## src/rtl/ps2_host_tx.sv

```systemverilog
// PS/2 host-to-device transmitter: inhibits the bus, issues a request-to-send,
// shifts one command byte with odd parity and stop bit, then checks the device ACK.
//
// state     | meaning
// ----------+-------------------------------------------------------------
// IDLE      | bus released, waiting for tx_valid
// INHIBIT   | ps2_clk held low; start bit asserted on the final cycle
// REQ       | clock released, data held low, waiting for first device clock
// SHIFT     | data, parity, stop bits driven one per falling edge
// ACK       | data released, sample device ACK on the next falling edge
// WAIT_IDLE | wait for both lines high before reporting done
module ps2_host_tx #(
  parameter int INHIBIT_CYCLES = 10000,
  parameter int TIMEOUT_CYCLES = 2000000,
  parameter int SYNC_STAGES    = 2
) (
  input  logic       clk,
  input  logic       rst_n,
  input  logic [7:0] tx_data,
  input  logic       tx_valid,
  output logic       tx_ready,
  output logic       busy,
  output logic       done,
  output logic       error,
  input  logic       ps2_clk_in,
  input  logic       ps2_data_in,
  output logic       ps2_clk_oe,
  output logic       ps2_data_oe
);

  localparam int INH_W = $clog2(INHIBIT_CYCLES + 1);
  localparam int TO_W  = $clog2(TIMEOUT_CYCLES + 1);
  localparam logic [INH_W-1:0] INH_LAST = INH_W'(INHIBIT_CYCLES - 1);
  localparam logic [TO_W-1:0]  TO_LAST  = TO_W'(TIMEOUT_CYCLES - 1);

  typedef enum logic [2:0] {
    S_IDLE, S_INHIBIT, S_REQ, S_SHIFT, S_ACK, S_WAIT_IDLE
  } state_t;

  state_t state, state_next;

  logic [SYNC_STAGES-1:0] clk_sync, data_sync;
  logic                   sync_clk, sync_data, sync_clk_prev, fall;

  logic [9:0]       frame;
  logic [3:0]       bit_cnt;
  logic             data_oe_q;
  logic [INH_W-1:0] inh_cnt;
  logic [TO_W-1:0]  to_cnt;
  logic             timed_state, timeout;

  // Synchronizers idle high so reset never fabricates a falling edge.
  always_ff @(posedge clk or negedge rst_n) begin
    if (!rst_n) begin
      clk_sync      <= '1;
      data_sync     <= '1;
      sync_clk_prev <= 1'b1;
    end else begin
      clk_sync[0]  <= ps2_clk_in;
      data_sync[0] <= ps2_data_in;
      for (int i = 1; i < SYNC_STAGES; i++) begin
        clk_sync[i]  <= clk_sync[i-1];
        data_sync[i] <= data_sync[i-1];
      end
      sync_clk_prev <= sync_clk;
    end
  end

  assign sync_clk  = clk_sync[SYNC_STAGES-1];
  assign sync_data = data_sync[SYNC_STAGES-1];
  assign fall      = sync_clk_prev & ~sync_clk;

  assign timed_state = (state == S_REQ) || (state == S_SHIFT) ||
                       (state == S_ACK) || (state == S_WAIT_IDLE);
  assign timeout     = timed_state && (to_cnt == '0);

  always_ff @(posedge clk or negedge rst_n) begin
    if (!rst_n) state <= S_IDLE;
    else        state <= state_next;
  end

  always_comb begin
    state_next = state;
    case (state)
      S_IDLE:      if (tx_valid) state_next = S_INHIBIT;
      S_INHIBIT:   if (inh_cnt == '0) state_next = S_REQ;
      S_REQ: begin
        if (timeout)   state_next = S_IDLE;
        else if (fall) state_next = S_SHIFT;
      end
      S_SHIFT: begin
        if (timeout)                      state_next = S_IDLE;
        else if (fall && bit_cnt == 4'd9) state_next = S_ACK;
      end
      S_ACK: begin
        if (timeout)   state_next = S_IDLE;
        else if (fall) state_next = sync_data ? S_IDLE : S_WAIT_IDLE;
      end
      S_WAIT_IDLE: begin
        if (timeout)                    state_next = S_IDLE;
        else if (sync_clk && sync_data) state_next = S_IDLE;
      end
      default:     state_next = S_IDLE;
    endcase
  end

  // Timers are down-counters; the timeout is loaded on the INHIBIT->REQ step
  // and runs uninterrupted through WAIT_IDLE.
  always_ff @(posedge clk or negedge rst_n) begin
    if (!rst_n) begin
      frame     <= '0;
      bit_cnt   <= '0;
      data_oe_q <= 1'b0;
      inh_cnt   <= '0;
      to_cnt    <= '0;
    end else begin
      case (state)
        S_IDLE: begin
          data_oe_q <= 1'b0;
          if (tx_valid) begin
            frame   <= {1'b1, ~^tx_data, tx_data};
            bit_cnt <= '0;
            inh_cnt <= INH_LAST;
            to_cnt  <= '0;
          end
        end
        S_INHIBIT: begin
          if (inh_cnt != '0) inh_cnt <= inh_cnt - 1'b1;
          else               to_cnt  <= TO_LAST;
        end
        default: begin
          if (to_cnt != '0) to_cnt <= to_cnt - 1'b1;
          if (timeout) begin
            data_oe_q <= 1'b0;
          end else if (fall && state == S_REQ) begin
            data_oe_q <= ~frame[0];
            bit_cnt   <= 4'd1;
          end else if (fall && state == S_SHIFT) begin
            data_oe_q <= ~frame[bit_cnt];
            bit_cnt   <= bit_cnt + 4'd1;
          end
        end
      endcase
    end
  end

  always_comb begin
    tx_ready    = (state == S_IDLE);
    busy        = (state != S_IDLE);
    done        = 1'b0;
    error       = 1'b0;
    ps2_clk_oe  = 1'b0;
    ps2_data_oe = 1'b0;
    case (state)
      S_INHIBIT: begin
        ps2_clk_oe  = 1'b1;
        ps2_data_oe = (inh_cnt == '0);
      end
      S_REQ: begin
        ps2_data_oe = ~timeout;
        error       = timeout;
      end
      S_SHIFT: begin
        ps2_data_oe = data_oe_q & ~timeout;
        error       = timeout;
      end
      S_ACK:       error = timeout | (fall & sync_data);
      S_WAIT_IDLE: begin
        error = timeout;
        done  = ~timeout & sync_clk & sync_data;
      end
      default: ;
    endcase
  end

endmodule
```

## config.mk

```make
export PLATFORM = sky130hd
export DESIGN_NAME = ps2_host_tx
export DESIGN_NICKNAME = d
export VERILOG_FILES = /design/src/rtl/ps2_host_tx.sv
export SDC_FILE = /design/constraint.sdc
export NUM_CORES = 1
export LEC_CHECK = 0
export BUFFER_PORTS_ARGS = -buffer_cell sky130_fd_sc_hd__clkbuf_2
export CAP_MARGIN = 10
export CORE_UTILIZATION = 55
export DETAILED_ROUTE_END_ITERATION = 8
export HOLD_SLACK_MARGIN = 0.1
export PLACE_DENSITY = 0.76
export SYNTH_ARGS = -nofsm -noshare
export SYNTH_HDL_FRONTEND = slang
export SYNTH_SLANG_ARGS = --single-unit
```

## constraint.sdc

```tcl
create_clock -name clk -period 2.39 [get_ports clk]
set_input_delay 0.239 -clock clk [delete_from_list [all_inputs] [get_ports clk]]
set_output_delay 0.239 -clock clk [all_outputs]
set_load 0.01 [all_outputs]
```

==> out/metrics.json, run 1 <==
{
  "outcome": {
    "run_status": "complete, but fails checks",
    "failed_checks": "negative setup slack"
  },
  "placement": {
    "half_perimeter_wire_length_after_detailed_placement_mm": 5.36,
    "gp_congestion": 0.873,
    "dp_worst_setup_slack_ns": -0.129,
    "port-buffer-count": 18
  },
  "route": {
    "detailedRoute.firstIterationViolations": 241,
    "remaining_drc_errors": 0,
    "post_drt_via_cell_ratio": 6.05,
    "wirelength_met1_mm": 3.79,
    "wire_per_inst_um": 16.7,
    "met3_length_um": 390,
    "route.vias.total": 3072,
    "dr.max_layer_used": "met4",
    "antenna_violating_nets_post_route": 0,
    "route.met2.wl_mm": 4.19,
    "dr.pass1.iters": 4,
    "drt-total-wl_mm": 8.51
  },
  "setup_path": {
    "worst_path_required_ns": 2.15,
    "crit_fanout": 3,
    "worst-path-stages": 8,
    "r2r-end": "to_cnt[17]",
    "largest_stage_delay_worst_path_ns": 0.55,
    "worst_path_max_delay_cell": "or4_4",
    "reg2reg_slack_ns": -0.17,
    "critPathCaptureType": "output pin",
    "rr_startpoint": "to_cnt[6]",
    "critical_path_cell_list": "or4_4 > buf_6 > nor4_4 > buf_4 > and4b_2 > buf_6 > a22o_1 > buf_2",
    "critical-path-top-cell-by-count": "buf_6",
    "critical_path_arrival_ns": 2.33,
    "reg2reg_depth": 7,
    "critical_path_buf_inv_count": 4,
    "cpLargestDelayFamily": "simple AND/OR/NAND/NOR gates",
    "worstSetupStartpointType": "flop",
    "setup.worst_path.class": "flop to output pin"
  },
  "power_and_ir_drop": {
    "share_seq_of_total_power": 0.305,
    "power.density_cell_area_nw_per_um2": 1220,
    "p_switching_mw": 2.15,
    "power.switching_fraction": 0.411,
    "report.power.total_mw": 5.23,
    "clkPwrFrac": 0.147,
    "vdd_ir_drop_max_mv": 0.725,
    "p_int_mw": 3.08,
    "p_leak_nw": 1.86,
    "share_comb_of_total_power": 0.548
  },
  "yosys": {
    "synth_seq_area_share": 0.440,
    "netlist_instances": 362,
    "number_of_synthesis_warnings": 0,
    "synthDistinctLibCells": 55,
    "ys_async_rst_share": 1.00,
    "post_synth_top_flop": "dfrtp_1",
    "mappedNetlistNets": 382,
    "yosys_register_bits": 58,
    "syn_area_per_cell_um2": 9.16,
    "synth_enable_flop_cells": 0,
    "syn-cell-area_um2": 3310
  },
  "die": {
    "start_util": 0.587,
    "design.die.area_um2": 6340,
    "design.portCount": 19,
    "vertical_extent_of_the_die_um": 79.6,
    "core-area_um2": 5640,
    "die_width_um": 79.6,
    "fp-row-count": 27
  },
  "layout": {
    "fin_nets": 451,
    "nFillCells": 392,
    "total_inserted_antenna_cells": 0,
    "multi_input_comb_area_um2": 1940,
    "fraction_of_layout_cells_with_a_size_suffix_above_1": 0.294,
    "share_of_the_core_filled_with_cells": 0.758,
    "area_delta_synth_final_pct": 29.1,
    "final-seq-area_um2": 1460
  },
  "clock_tree": {
    "clock_transition_at_path_regs_ns": 0.06,
    "total_clock_buffers_created_by_cts": 9,
    "tritoncts": "done",
    "number_of_h_tree_branching_levels": 3,
    "cts.path.max_buffers": 2,
    "cts_root_buffer": "clkbuf_8",
    "worst_skew_pair.late_latency_ns": 0.33,
    "tritoncts_num_sinks": 58
  },
  "timing": {
    "relSlewSlack": 0.506,
    "setup_repair_after_global_routing_missed_its_margin": "true",
    "final_critical_path_setup_slack_ns": -0.177,
    "min_period_ns": 2.57,
    "setup_viol_count_final": 23,
    "worst_slew_pin_slew_ns": 0.741,
    "final-hold-violation-count": 0,
    "maxClockFrequency_ghz": 0.390,
    "worst_hold_slack_after_final_layout_ns": 0.120,
    "timing_max_transition_violations_final": 0,
    "finClkSkew_ns": 0.00661,
    "finalCritPeriodShare": 1.07
  },
  "global_route": {
    "global_route.usage.total": 0.279,
    "globalRouteOverflowTotal": 0,
    "antenna_found_initial": 0,
    "grt_first_pass_wirelength_mm": 13.5,
    "grt_start_max_net_pins": 59,
    "vias_in_the_first_global_route": 2997
  },
  "min_path": {
    "min-delay-start": "tx_data[2]",
    "hold_class": "input pin to flop",
    "whs_path_depth": 3,
    "holdPathEnd": "frame[2]"
  },
  "job": {
    "max_cap_viol_count": 0
  }
}
-- power by group through the flow --
stage	clock network (mW)	logic (mW)	registers (mW)
finish	0.770	2.86	1.60
global route	0.824	3.11	1.62
detailed placement	0	2.33	1.57
CTS	0.779	2.45	1.56
floorplan	0	1.50	1.51
global placement	0	2.24	1.56
-- final cells by class --
class | count | share of cell area
clock buffers | 13 | 0.0348
clock inverters | 3 | 0.00351
inverters | 11 | 0.00965
flip-flops and latches | 58 | 0.341
repair buffers | 74 | 0.137
well taps | 72 | 0.0211
multi-input cells | 277 | 0.453
-- sequential cells by signal, indices dropped and copies added (netlist names) --
| name | cells |
|---|---|
| bit_cnt | 4 |
| clk_sync | 2 |
| data_oe_q | 1 |
| data_sync | 2 |
| frame | 10 |
| inh_cnt | 14 |
| state | 3 |
| sync_clk_prev | 1 |
| to_cnt | 21 |
-- per-layer routing --
metal / track usage / vias to the layer above
met5: 0 / -
li1: - / 1464
met4: 0.0927 / 0
met2: 0.456 / 78
met1: 0.363 / 1512
met3: 0.0674 / 18
-- layout by cell type, fill, tap and decap left out, drive strengths merged, types with 10 or more instances in the layout --
cell type,Yosys,routed
buf,3,54
dfrtp,53,53
clkbuf,13,30
nor2,25,25
o21ai,10,10
nand2,55,55
inv,11,11
nor3,12,12
a21oi,12,12
nand3,16,16
nor4,17,17
xnor2,14,14
or3,10,10
-- metrics by stage --
stage	TNS [ns]	area, µm²	std cells
final	-2.29	4280	508
after global placement	-0.281	3760	478
after CTS	-0.570	4040	500
after floorplan	-0.159	3310	362
after global routing	-3.12	4280	508
after detailed placement	-1.40	3760	478
-- synth_stat cells, drive strengths merged (5+ instances only) --
cell type	count	area, µm²
xnor2	14	123
ha	7	87.6
a21oi	12	60.1
o21ai	10	50.1
nand3b	6	45.0
clkbuf	13	48.8
nand2	55	206
nor2b	7	43.8
dfstp	5	131
nor4	17	106
dfrtp	53	1330
o211ai	5	37.5
or4	7	60.1
nand3	16	80.1
nand2b	6	37.5
nor3	12	65.1
inv	11	41.3
nor2	25	93.8
or3	10	62.6
o221a	5	56.3
-- worst max-delay path by stage --
stage	startpoint	end	slack (ns)
after floorplan	to_cnt[9]	to_cnt[17]	-0.08
after global placement	to_cnt[9]	to_cnt[16]	-0.08
after detailed placement	to_cnt[9]	to_cnt[16]	-0.13
after global routing	to_cnt[6]	error	-0.27
after CTS	to_cnt[6]	error	-0.17
final	to_cnt[6]	error	-0.18
-- tightest hold or removal path, stage by stage --
cell and delay [ns]:
clkbuf_2 0.09, nand2_1 0.04, nand2_1 0.04
-- kinds of logic (layout without fill, tap and decap cells) --
family / after synthesis / after routing / synth area share
and+or+nand+nor: 186 / 186 / 0.299
buffers and inverters: 27 / 101 / 0.0317
xor gates and xnor gates: 17 / 17 / 0.0449
DFF: 58 / 58 / 0.440
adders and majority gates: 7 / 7 / 0.0264
AOI/OAI and AO/OA: 62 / 62 / 0.135
muxes: 5 / 5 / 0.0230
-- timing repair --
action / 4_1_cts / 5_1_grt
setup buffers: 3 / 9
endpoints found under the hold margin: 55 / 0
pin swaps: 6 / 12
hold buffers: 3 / 0
gates cloned: 0 / 1
setup endpoints to repair: 27 / 25
gates resized for setup: 13 / 36
(Power assumes the default switching activity.)
==> run 2: changes to the inputs <==
- CORE_MARGIN: unset -> 4
- CTS_CLUSTER_SIZE: unset -> 40
==> run 2 against run 1 <==
Compared with the run above:
- the flow still finishes with violations (negative setup slack)
- non-clock buffer count increased by 1
- cell area grew 3.1%
- combinational power grew 3%
- clock power rose by 45%
- sequential power about the same
- utilization is 0.87 points lower
- count of clock-buffer cells in the layout did not move
- power up 8.5%
- critical endpoint is now to_cnt[9]
- largest power group unchanged
==> out/metrics.json, run 2 (synthesis results as in run 1) <==
{
  "timing": {
    "setup_repair_after_global_routing_missed_its_margin": {"value": "true", "change": "unchanged"},
    "maxClockFrequency": {"value": 0.384, "unit": "GHz", "change": "was 0.390 GHz"},
    "worst_slew_pin_slew": {"value": 0.728, "unit": "ns", "change": "was 0.741 ns"},
    "timing_max_transition_violations_final": {"value": 0, "change": "unchanged"},
    "final-hold-violation-count": {"value": 0, "change": "unchanged"},
    "setup_viol_count_final": {"value": 23, "change": "unchanged"},
    "final_critical_path_setup_slack": {"value": -0.211, "unit": "ns", "change": "was -0.177 ns"},
    "worst_hold_slack_after_final_layout": {"value": 0.0998, "unit": "ns", "change": "was 0.120 ns"},
    "relSlewSlack": {"value": 0.514, "change": "was 0.506"},
    "min_period": {"value": 2.60, "unit": "ns", "change": "was 2.57 ns"},
    "finClkSkew": {"value": 0.0143, "unit": "ns", "change": "was 0.00661 ns"},
    "finalCritPeriodShare": {"value": 1.09, "change": "was 1.07"}
  },
  "die": {
    "fp-row-count": {"value": 28, "change": "was 27"},
    "vertical_extent_of_the_die": {"value": 85.6, "unit": "µm", "change": "was 79.6 µm"},
    "core-area": {"value": 5890, "unit": "µm²", "change": "was 5640 µm²"},
    "start_util": {"value": 0.563, "change": "was 0.587"},
    "design.portCount": {"value": 19, "change": "unchanged"},
    "die_width": {"value": 85.6, "unit": "µm", "change": "was 79.6 µm"},
    "design.die.area": {"value": 7330, "unit": "µm²", "change": "was 6340 µm²"}
  },
  "layout": {
    "multi_input_comb_area": {"value": 1970, "unit": "µm²", "change": "was 1940 µm²"},
    "final-seq-area": {"value": 1460, "unit": "µm²", "change": "unchanged"},
    "instances_no_fill": {"value": 512, "change": "was 508"},
    "nFillCells": {"value": 377, "change": "was 392"},
    "fraction_of_layout_cells_with_a_size_suffix_above_1": {"value": 0.295, "change": "was 0.294"},
    "largest_reg_flops": {"value": 21, "change": "unchanged"},
    "share_of_the_core_filled_with_cells": {"value": 0.750, "change": "was 0.758"},
    "layout_common_cells": {"value": "nand2_1 (53), dfrtp_1 (53), buf_4 (42)", "change": "unchanged"},
    "max_flop_register": {"value": "to_cnt", "change": "unchanged"},
    "area_delta_synth_final": {"value": 33.1, "unit": "%", "change": "was 29.1%"},
    "total_inserted_antenna_cells": {"value": 0, "change": "unchanged"},
    "reg_top3": {"value": "to_cnt (21), inh_cnt (14), frame (10)", "change": "unchanged"},
    "fin_nets": {"value": 452, "change": "was 451"}
  },
  "route": {
    "dr.pass1.iters": {"value": 5, "change": "was 4"},
    "detailedRoute.firstIterationViolations": {"value": 298, "change": "was 241"},
    "drt-total-wl": {"value": 8.92, "unit": "mm", "change": "was 8.51 mm"},
    "antenna_violating_nets_post_route": {"value": 0, "change": "unchanged"},
    "route.vias.total": {"value": 3162, "change": "was 3,072"},
    "wire_per_inst": {"value": 17.4, "unit": "µm", "change": "was 16.7 µm"},
    "post_drt_via_cell_ratio": {"value": 6.18, "change": "was 6.05"},
    "remaining_drc_errors": {"value": 0, "change": "unchanged"}
  },
  "placement": {
    "gp_congestion": {"value": 0.919, "change": "was 0.873"},
    "dp_worst_setup_slack": {"value": -0.0850, "unit": "ns", "change": "was -0.129 ns"},
    "half_perimeter_wire_length_after_detailed_placement": {"value": 5.58, "unit": "mm", "change": "was 5.36 mm"},
    "port-buffer-count": {"value": 18, "change": "unchanged"},
    "post-place-cells": {"value": 486, "change": "was 478"}
  },
  "job": {
    "max_cap_viol_count": {"value": 0, "change": "unchanged"}
  },
  "outcome": {
    "run_status": {"value": "complete, but fails checks", "change": "unchanged"},
    "failed_checks": {"value": "negative setup slack", "change": "unchanged"}
  },
  "setup_path": {
    "critPathCaptureType": {"value": "flop", "change": "was output pin"},
    "crit_fanout": {"value": 6, "change": "was 3"},
    "worst_path_required": {"value": 2.62, "unit": "ns", "change": "was 2.15 ns"},
    "critical_path_arrival": {"value": 2.83, "unit": "ns", "change": "was 2.33 ns"},
    "setup.worst_path.class": {"value": "flop to flop", "change": "was flop to output pin"},
    "worstSetupStartpointType": {"value": "flop", "change": "unchanged"}
  },
  "clock_tree": {
    "tritoncts": {"value": "done", "change": "unchanged"},
    "cts_root_buffer": {"value": "clkbuf_8", "change": "unchanged"},
    "worst_skew_pair.late_latency": {"value": 0.36, "unit": "ns", "change": "was 0.33 ns"},
    "number_of_h_tree_branching_levels": {"value": 3, "change": "unchanged"},
    "clock_transition_at_path_regs": {"value": 0.08, "unit": "ns", "change": "was 0.06 ns"},
    "total_clock_buffers_created_by_cts": {"value": 9, "change": "unchanged"},
    "tritoncts_num_sinks": {"value": 58, "change": "unchanged"},
    "cts.path.max_buffers": {"value": 2, "change": "unchanged"}
  },
  "global_route": {
    "antenna_found_initial": {"value": 0, "change": "unchanged"},
    "grt_first_pass_wirelength": {"value": 13.7, "unit": "mm", "change": "was 13.5 mm"},
    "global_route.usage.total": {"value": 0.235, "change": "was 0.279"},
    "vias_in_the_first_global_route": {"value": 2957, "change": "was 2,997"},
    "grt_start_max_net_pins": {"value": 59, "change": "unchanged"},
    "globalRouteOverflowTotal": {"value": 0, "change": "unchanged"}
  },
  "power_and_ir_drop": {
    "p_leak": {"value": 1.91, "unit": "nW", "change": "was 1.86 nW"},
    "power.density_cell_area": {"value": 1290, "unit": "nW/µm²", "change": "was 1220 nW/µm²"},
    "vdd_ir_drop_max": {"value": 0.791, "unit": "mV", "change": "was 0.725 mV"},
    "report.power.total": {"value": 5.67, "unit": "mW", "change": "was 5.23 mW"}
  },
  "min_path": {
    "hold_class": {"value": "input pin to flop", "change": "unchanged"}
  }
}
==> run 2: cell count changes in the layout (fill, tap and decap cells not counted), sizes merged <==
cell / delta
buf: -1
bufinv: +2
clkinv: -2
dlygate4sd3: +2
==> run 2: stage by stage <==
| stage | area, µm² | setup TNS, ns |
|---|---|---|
| 6_report | 4410 | -2.31 |
| 4_1_cts | 4190 | -0.842 |
| 2_1_floorplan | 3310 | -0.159 |
| 3_3_place_gp | 3800 | -0.0324 |
| 5_1_grt | 4410 | -4.24 |
| 3_5_place_dp | 3800 | -0.104 |
==> run 2: power by group <==
group	switching, mW	internal, mW
clock	0.417	0.703
combinational	1.50	1.44
sequential	0.322	1.29
==> run 2: layout make-up <==
type | count | share of cell area
inverters | 11 | 0.00936
clock buffers | 13 | 0.0406
clock inverters | 3 | 0.0156
repair buffers | 75 | 0.135
well taps | 75 | 0.0213
multi-input cells | 277 | 0.448
flip-flops and latches | 58 | 0.330
==> run 2: repair_timing <==
item                                    in CTS  in global routing
resized for setup                           14                 36
hold buffers                                 5                  0
endpoints found under the setup margin      14                 23
buffers inserted                             2                  2
pin swaps                                    8                  6
gates cloned                                 0                  1
hold endpoints to repair                    57                  0
==> run 2: layer usage <==
| metal | part of all wire | wire length (µm) | track usage |
|---|---|---|---|
| met1 | 0.45 | 3980 | 0.323 |
| met2 | 0.47 | 4220 | 0.359 |
| met3 | 0.054 | 482 | 0.0461 |
| met4 | 0.026 | 233 | 0.106 |
| met5 | 0 | 0 | 0 |
==> run 2: worst paths after layout <==
path	startpoint	end	slack, ns	cells after the start
min in group asynchronous	rst_n	frame[7]	0.55	3
worst max register to register	to_cnt[8]	to_cnt[9]	-0.21	8
worst min register to register	clk_sync[0]	clk_sync[1]	0.36	0
max in group asynchronous	rst_n	to_cnt[10]	1.34	3
worst min-delay path	tx_data[3]	frame[3]	0.1	3
worst max-delay path	to_cnt[8]	to_cnt[9]	-0.21	8
==> run 2: worst max-delay path, stage by stage, from the launching register on <==
cell and delay, ns:
dfrtp_1 0.38, or4_4 0.54, or4_4 0.45, buf_6 0.14
nor3_4 0.26, a21o_1 0.22, buf_6 0.15, nor4_2 0.06
a221o_1 0.28
